## src/rtl/sb_pkg.sv

```systemverilog
// Shared constants and types for the posted-write store buffer.
package sb_pkg;

    // Default number of buffered stores (must be a power of two, at least 2)
    localparam int SB_DEPTH = 4;

    // Default address and data widths of the MIPS datapath
    localparam int SB_AW = 32;
    localparam int SB_DW = 32;

    // Pointer width for the default depth
    localparam int PTR_W = $clog2(SB_DEPTH);

    // Lowest address bit that takes part in word matching (word stores only)
    localparam int WORD_LSB = 2;

    // One buffered store at the default widths
    typedef struct packed {
        logic [SB_AW-1:0] addr;
        logic [SB_DW-1:0] data;
    } sb_entry_t;

endpackage

```

## src/rtl/sb_fwd_match.sv

```systemverilog
// Youngest-match search across the live store buffer entries.
// Entries are visited from oldest (head) to youngest, so the last hit wins.
module sb_fwd_match
    import sb_pkg::*;
#(
    parameter int DEPTH = SB_DEPTH,
    parameter int AW    = SB_AW,
    parameter int DW    = SB_DW
) (
    input  logic [DEPTH-1:0][AW-WORD_LSB-1:0] entry_word,
    input  logic [DEPTH-1:0][DW-1:0]          entry_data,
    input  logic [$clog2(DEPTH)-1:0]          head,
    input  logic [$clog2(DEPTH):0]            count,
    input  logic [AW-WORD_LSB-1:0]            lookup_word,
    output logic                              hit,
    output logic [DW-1:0]                     data
);

    localparam int PB = $clog2(DEPTH);

    // Walk offsets 0..DEPTH-1 from head; only offsets below count are live
    always_comb begin
        logic [PB-1:0] idx;
        hit  = 1'b0;
        data = '0;
        idx  = '0;
        for (int k = 0; k < DEPTH; k++) begin
            idx = head + PB'(k);
            if (((PB+1)'(k) < count) && (entry_word[idx] == lookup_word)) begin
                hit  = 1'b1;
                data = entry_data[idx];
            end
        end
    end

endmodule

```

## src/rtl/store_buffer.sv

```systemverilog
// Posted-write store buffer between the single-cycle MIPS datapath and a
// data RAM with a valid/ready write port. Stores are queued in a circular
// FIFO and drained in order; loads are forwarded from the youngest matching
// buffered store or taken from the RAM read port.
module store_buffer
    import sb_pkg::*;
#(
    parameter int DEPTH = SB_DEPTH,
    parameter int AW    = SB_AW,
    parameter int DW    = SB_DW
) (
    input  logic          CLK,
    input  logic          rst,
    input  logic          MemWrite,
    input  logic          MemRead,
    input  logic [AW-1:0] ALuOut,
    input  logic [DW-1:0] WriteData,
    output logic [DW-1:0] RD,
    output logic          stall,
    output logic          sb_empty,
    output logic          mem_wvalid,
    input  logic          mem_wready,
    output logic [AW-1:0] mem_waddr,
    output logic [DW-1:0] mem_wdata,
    output logic [AW-1:0] mem_raddr,
    input  logic [DW-1:0] mem_rdata
);

    localparam int PTR_BITS = $clog2(DEPTH);
    localparam int WAW      = AW - WORD_LSB;
    localparam logic [PTR_BITS:0] FULL_COUNT = (PTR_BITS+1)'(DEPTH);

    logic [DEPTH-1:0][AW-1:0]  addr_q, addr_d;
    logic [DEPTH-1:0][DW-1:0]  data_q, data_d;
    logic [PTR_BITS-1:0]       head_q, head_d;
    logic [PTR_BITS-1:0]       tail_q, tail_d;
    logic [PTR_BITS:0]         count_q, count_d;

    logic                      full;
    logic                      empty;
    logic                      push;
    logic                      pop;

    logic [DEPTH-1:0][WAW-1:0] addr_word;
    logic                      fwd_hit;
    logic [DW-1:0]             fwd_data;

    // Occupancy flags and handshake qualifiers, all from registered count
    // so that stall never depends on mem_wready
    always_comb begin
        full  = (count_q == FULL_COUNT);
        empty = (count_q == '0);
        push  = MemWrite && !full;
        pop   = !empty && mem_wready;
    end

    // Next-state for the pointers and count
    always_comb begin
        head_d  = head_q;
        tail_d  = tail_q;
        count_d = count_q;
        if (push) begin
            tail_d = tail_q + PTR_BITS'(1);
        end
        if (pop) begin
            head_d = head_q + PTR_BITS'(1);
        end
        case ({push, pop})
            2'b10:   count_d = count_q + (PTR_BITS+1)'(1);
            2'b01:   count_d = count_q - (PTR_BITS+1)'(1);
            default: count_d = count_q;
        endcase
    end

    // Pointer and count registers; reset discards every pending store
    always_ff @(posedge CLK or negedge rst) begin
        if (!rst) begin
            head_q  <= '0;
            tail_q  <= '0;
            count_q <= '0;
        end else begin
            head_q  <= head_d;
            tail_q  <= tail_d;
            count_q <= count_d;
        end
    end

    // Write the accepted store into the tail slot
    always_comb begin
        addr_d = addr_q;
        data_d = data_q;
        if (push) begin
            addr_d[tail_q] = ALuOut;
            data_d[tail_q] = WriteData;
        end
    end

    // Entry storage carries no reset; validity comes from head and count
    always_ff @(posedge CLK) begin
        addr_q <= addr_d;
        data_q <= data_d;
    end

    // Strip the byte offset so the search compares whole words
    always_comb begin
        for (int i = 0; i < DEPTH; i++) begin
            addr_word[i] = addr_q[i][AW-1:WORD_LSB];
        end
    end

    sb_fwd_match #(
        .DEPTH (DEPTH),
        .AW    (AW),
        .DW    (DW)
    ) u_fwd_match (
        .entry_word  (addr_word),
        .entry_data  (data_q),
        .head        (head_q),
        .count       (count_q),
        .lookup_word (ALuOut[AW-1:WORD_LSB]),
        .hit         (fwd_hit),
        .data        (fwd_data)
    );

    // Core-facing outputs and the RAM write/read ports
    always_comb begin
        stall      = MemWrite && full;
        sb_empty   = empty;
        mem_wvalid = !empty;
        mem_waddr  = addr_q[head_q];
        mem_wdata  = data_q[head_q];
        mem_raddr  = ALuOut;
        RD         = (MemRead && fwd_hit) ? fwd_data : mem_rdata;
    end

endmodule

```

## config.mk

```make
export PLATFORM = sky130hd
export DESIGN_NAME = store_buffer
export DESIGN_NICKNAME = d
export VERILOG_FILES = /design/src/rtl/sb_pkg.sv /design/src/rtl/sb_fwd_match.sv /design/src/rtl/store_buffer.sv
export SDC_FILE = /design/constraint.sdc
export NUM_CORES = 1
export LEC_CHECK = 0
export BUFFER_PORTS_ARGS = -buffer_cell sky130_fd_sc_hd__clkbuf_2
export CORE_ASPECT_RATIO = 1.4
export CORE_UTILIZATION = 35
export DETAILED_ROUTE_END_ITERATION = 7
export PLACE_DENSITY_LB_ADDON = 0.12
export SLEW_MARGIN = 40
export SYNTH_ARGS = -nofsm -noshare
export SYNTH_HDL_FRONTEND = slang
export SYNTH_HIERARCHICAL = 1
export SYNTH_SLANG_ARGS = --single-unit
```

## constraint.sdc

```tcl
create_clock -name CLK -period 8.55 [get_ports CLK]
set_clock_uncertainty 0.15 [all_clocks]
set_input_delay 2.565 -clock CLK [delete_from_list [all_inputs] [get_ports CLK]]
set_output_delay 2.565 -clock CLK [all_outputs]
set_load 0.02 [all_outputs]
```

## Word-level counts from Yosys, hierarchy flattened

Cells that the tools add are included.

- $add $sub $neg: 6
- Multipliers: 0
- Divide/modulo/power cells: 0
- Order comparisons: 10
- Equality and inequality tests: 7
- Shift-type cells: 0
- Multiplexer cells: 32
- Bitwise gates (word level): 0
- Reduce and logical (&&, ||, !) cells: 13

Operators by type and width:

| cell | number |
|---|---|
| 32-bit two-way mux | 11 |
| 32-bit binary-select mux with 2-bit select | 5 |
| 128-bit bitwise mux | 2 |
| 30-bit binary-select mux with 2-bit select | 4 |
| 30-bit == test | 4 |
| 30-bit two-way mux | 4 |
| 32-bit demux with 2-bit select | 1 |
| 2-bit by 3-bit less-than comparator with 1-bit output, second input constant | 5 |
| 1-bit logical AND | 9 |
| 1-bit by 3-bit less-than comparator with 1-bit output, first input constant | 2 |
| 2-bit by 3-bit less-than comparator with 1-bit output, first input constant | 2 |
| 3-bit case mux with 2 select lines | 1 |
| 2-bit by 1-bit adder with 2-bit output, second input constant | 2 |
| 2-bit adder, second input constant | 2 |
| 1-bit two-way mux | 4 |
| 3-bit by 1-bit adder with 3-bit output, second input constant | 1 |
| 3-bit == test, second input constant | 1 |
| 3-bit logical NOT | 1 |
| 3-bit by 1-bit subtractor with 3-bit output, second input constant | 1 |
| 2-bit by 1-bit == test with 1-bit output, second input constant | 1 |
| 2-bit == test, second input constant | 1 |
| 2-bit by 1-bit greater-or-equal comparator with 1-bit output, second input constant | 1 |
| 1-bit logical NOT | 2 |
| 2-bit nonzero test | 1 |

- Bits in registers: 263
- Latch bits: 0
- RAM bits: 0
- ROM bits: 0
- Input port bits: 101
- Output and inout bits: 131
- Word-level logic and storage cells: 79
- Memories: 0

## Depth between registers and ports, before layout

- Depth in word-level cells: 10
- Mapped depth: 16
- Depth with buffers taken out: 10

## By module

Netlist, hierarchy kept.

Modules (own cells, without submodules):

| module | instances | cells an instance | area each (um^2) | seq. area each (um^2) |
|---|---|---|---|---|
| store_buffer | 1 | 441 | 10279.9 | 7862.5 |
| sb_fwd_match | 1 | 1055 | 8102.8 | 0.0 |

## Least setup slack after synthesis

Ideal clock, no wire load.

- Path kind: input to output
- Start: input port ALuOut[2]
- End: output port RD[30]
- Arrival: 5.238 ns
- Required time: 5.835 ns
- Slack: 0.597 ns
- Stages: 11
- Buffers on the path: 1
- Path through: clkbuf_1 inv_1 a22o_1 or4_4 and4bb_1 o2111ai_1 or4_1 and4_4 a41oi_2 mux2i_1 mux2_2

- Elaborated cells between the ends (all ways): 18
- Classes of those cells: eq/ne (4); mux (9); reduce/logical (5)

RTL lines:

| element | RTL line | RTL |
|---|---|---|
| start: declaration | store_buffer.sv:16 | `input logic [AW-1:0] ALuOut,` |
| 30-bit == test | sb_fwd_match.sv:29 | `if (((PB+1)'(k) < count) && (entry_word[idx] == lookup_word)) begin` |
| 1-bit logical AND | sb_fwd_match.sv:29 |  |
| 32-bit two-way mux (3 in series) | sb_fwd_match.sv:29 |  |
| 32-bit two-way mux (*) | sb_fwd_match.sv:29 |  |
| named net fwd_data[30] | store_buffer.sv:46 | `logic [DW-1:0] fwd_data;` |
| 32-bit two-way mux (*) | store_buffer.sv:133 | `RD = (MemRead && fwd_hit) ? fwd_data : mem_rdata;` |
| end: declaration | store_buffer.sv:18 | `output logic [DW-1:0] RD,` |

Mark *: on every way through the listed nets, which the timed path passes. The rest lies on a longest branch.

## Final worst setup path

- Start: input port ALuOut[5]
- End: output port RD[0]

Same word-level chain as after synthesis.

==> impl_metrics.json <==
{
  "worstPathRequired_ns": 5.84,
  "dr.first_iter.drc_count": 747,
  "antenna_found_initial": 0,
  "fin_crit_sh_pct": 98.9,
  "grt_max_degree": 105,
  "finalSetupViolCount": 0,
  "crit_path_start": "ALuOut[5]",
  "cts_tree": "built",
  "yosys_warnings": 6,
  "synth_cell_type_count": 76,
  "ir_drop_mv": 0.168,
  "syn_to_final_growth_pct": 14.4,
  "drt-total-wl_um": 57000,
  "synthArstFlopShare_pct": 2.66,
  "drcViolationCount": 0,
  "clockBufferDepth": 3,
  "clockRootBuffer": "clkbuf_16",
  "cts_made_buffers": 30,
  "power_density_nw_per_um2": 345,
  "critPathKind": "in -> out",
  "routed_via_density": 5.69,
  "cp-end-kind": "primary output",
  "drv_slew": 0,
  "routedWlPerCell_um": 24.4,
  "final_cells": 2339,
  "die_h_um": 273,
  "core_area_um2": 52000,
  "dieWidth_um": 196,
  "via_count": 13300,
  "synth_area_um2": 18400,
  "min_path_type": "reg -> reg",
  "hold_buffers": 0,
  "grt_overflow": 0,
  "synth_edf_count": 256,
  "hold_viol": 0,
  "r2r_setup_slack_ns": 5.73,
  "insertion_delay_ns": 0.57,
  "clkTransAtPathRegs_ns": 0.06,
  "fmax_ghz": 0.118,
  "grt_pass1_wl_um": 83500,
  "num_antenna_cells": 0,
  "initial_utilization_pct": 35.3,
  "ys_seq_area_share_pct": 42.8,
  "dp_cells": 2283,
  "drive_above_1_share_pct": 31.3,
  "crit_path_start_kind": "primary input",
  "p_leak_nw": 8.08,
  "run_status": "finished clean",
  "dp_hpwl_um": 40400,
  "nFillCells": 5007,
  "rsz0062_at_grt": "false",
  "syn-num-nets": 1603,
  "track_usage_pct": 20.9,
  "synth_flop_cell": "edfxtp_1",
  "worstPathMaxFanout": 23,
  "fin_nets": 1766,
  "place.gp.congestion": 0.940,
  "yosysTopAreaCell": "edfxtp_1",
  "dieArea_um2": 53500,
  "clock-sinks": 263,
  "synth_area_leaders": "edfxtp_1, mux2i_1, mux4_2",
  "drtAntennaViolNets": 0,
  "slew_headroom_pct": 46.4,
  "reg2reg_depth": 4,
  "port_buffers": 231,
  "synth_common_cells": "edfxtp_1, mux2i_1, nand2_1, xnor2_1, mux4_2",
  "cp.arrival_ns": 5.74,
  "setup_tns_ns": 0,
  "synth.most_common_cell": "edfxtp_1",
  "worstMarginPinSlew_ns": 0.804,
  "rows": 99,
  "synth_cells": 1496,
  "pin_count": 232,
  "crit_path_end": "RD[0]",
  "fin_crit_ns": 8.46,
  "synth_seq_cells": 263,
  "synth_top_area_share_pct": 41.8,
  "crit-reg2reg-capture": "data_q[81]$_DFFE_PP_",
  "grt_pass1_vias": 13300,
  "dr.pass1.iters": 5,
  "synth.avg_cell_area_um2": 12.3,
  "maxCapViolations": 0,
  "cts-htree-levels": 1,
  "reg2reg_from": "count_q[0]$_DFFE_PN0P_"
}
## metrics by stage
| step | utilization (%) | power [mW] | area [um^2] | worst slack, ns | hold slack, ns |
|---|---|---|---|---|---|
| 3_3_place_gp | 38.6 | 6.03 | 20100 | 0.124 | 0.404 |
| 2_1_floorplan | - | 4.92 | 18400 | 0.597 | 0.383 |
| 5_1_grt | 40.4 | 7.65 | 21000 | 0.00465 | 0.429 |
| 4_1_cts | 40.4 | 7.33 | 21000 | 0.160 | 0.423 |
| 6_report | 40.4 | 7.25 | 21000 | 0.0935 | 0.424 |
| 3_5_place_dp | 38.6 | 6.05 | 20100 | 0.170 | 0.409 |
## critical path, cell delays in order
cell and delay [ns]:
clkbuf_2 0.29, o2bb2ai_1 0.10, nor4b_1 0.68, a21oi_1 0.14, nor4_1 0.30, nand4_1 0.31, a211oi_4 0.36, buf_12 0.22
o21ai_0 0.11, o21ai_1 0.28, mux2_2 0.21, clkbuf_2 0.16
## sequential cells by signal, indices dropped and copies added, names as in the netlist
signal / count
count_q: 3
addr_q: 128
tail_q: 2
data_q: 128
head_q: 2
## cell usage in the layout (no fill, tap or decap), types with 16 or more instances in the layout
cell | Yosys | final
clkbuf_2 | 0 | 231
mux2i_1 | 231 | 231
and2_1 | 20 | 16
nor2b_1 | 31 | 31
o21ai_0 | 34 | 34
buf_4 | 43 | 50
nor3_1 | 19 | 19
clkbuf_16 | 0 | 31
a41o_1 | 18 | 18
nand3_1 | 17 | 17
a31o_2 | 17 | 17
inv_1 | 17 | 17
mux4_2 | 84 | 84
a211o_1 | 18 | 18
a211oi_1 | 41 | 41
edfxtp_1 | 256 | 256
nand2_1 | 90 | 89
mux2_2 | 70 | 70
a21oi_1 | 30 | 30
xnor2_1 | 85 | 85
xor2_1 | 29 | 29
nor2_1 | 61 | 61
## cell families (layout without fill, tap and decap cells)
kind of cell             count (synthesis)  after routing  synth area share, %
AO/OA/AOI/OAI                          257            257                 10.5
XOR/XNOR                               114            114                 5.43
adder cells (fa/ha/maj)                  6              6                0.449
buffers and inverters                  181            368                 5.44
flip-flops                             263            263                 42.8
multiplexers                           389            389                 27.7
AND/OR/NAND/NOR                        286            286                 7.67
## power by group
| group | switching, mW | total, mW | internal, mW |
|---|---|---|---|
| combinational | 2.40 | 4.03 | 1.63 |
| clock | 0.528 | 1.25 | 0.722 |
| sequential | 0.246 | 1.97 | 1.72 |
## worst min-delay path by stage
stage	endpoint	from	slack, ns	depth (start not counted)
final	tail_q[1]$_DFFE_PN0P_	tail_q[1]$_DFFE_PN0P_	0.42	1
after global routing	tail_q[1]$_DFFE_PN0P_	tail_q[1]$_DFFE_PN0P_	0.43	1
after CTS	tail_q[1]$_DFFE_PN0P_	tail_q[1]$_DFFE_PN0P_	0.42	1
after detailed placement	tail_q[1]$_DFFE_PN0P_	tail_q[1]$_DFFE_PN0P_	0.41	1
after global placement	tail_q[1]$_DFFE_PN0P_	tail_q[1]$_DFFE_PN0P_	0.40	1
after floorplan	count_q[0]$_DFFE_PN0P_	count_q[0]$_DFFE_PN0P_	0.38	1
## repair_timing
| action | in CTS | in global routing |
|---|---|---|
| endpoints found under the setup margin | 0 | 3 |
| gates resized for setup | 0 | 1 |
| buffers inserted | 0 | 0 |
| hold endpoints to repair | 0 | 0 |
## layer usage
metal	GRT usage [%]	wire length (um)	up-vias
met5	0	0	-
met4	8.94	2220	0
met3	2.62	2390	85
met2	39.5	30500	358
met1	23.3	21900	6714
li1	-	-	6151
## area by class of cell
class                      instances  area [um^2]  area share (%)
clock buffer                      40          810            3.85
clock inverter                    16          131           0.625
inverter                          18         70.1           0.333
multi-input combinational       1052         9560            45.5
sequential                       263         7870            37.4
tap                              656          821            3.90
timing repair buffer             294         1770            8.39
Power figures use the tool's default switching activity.
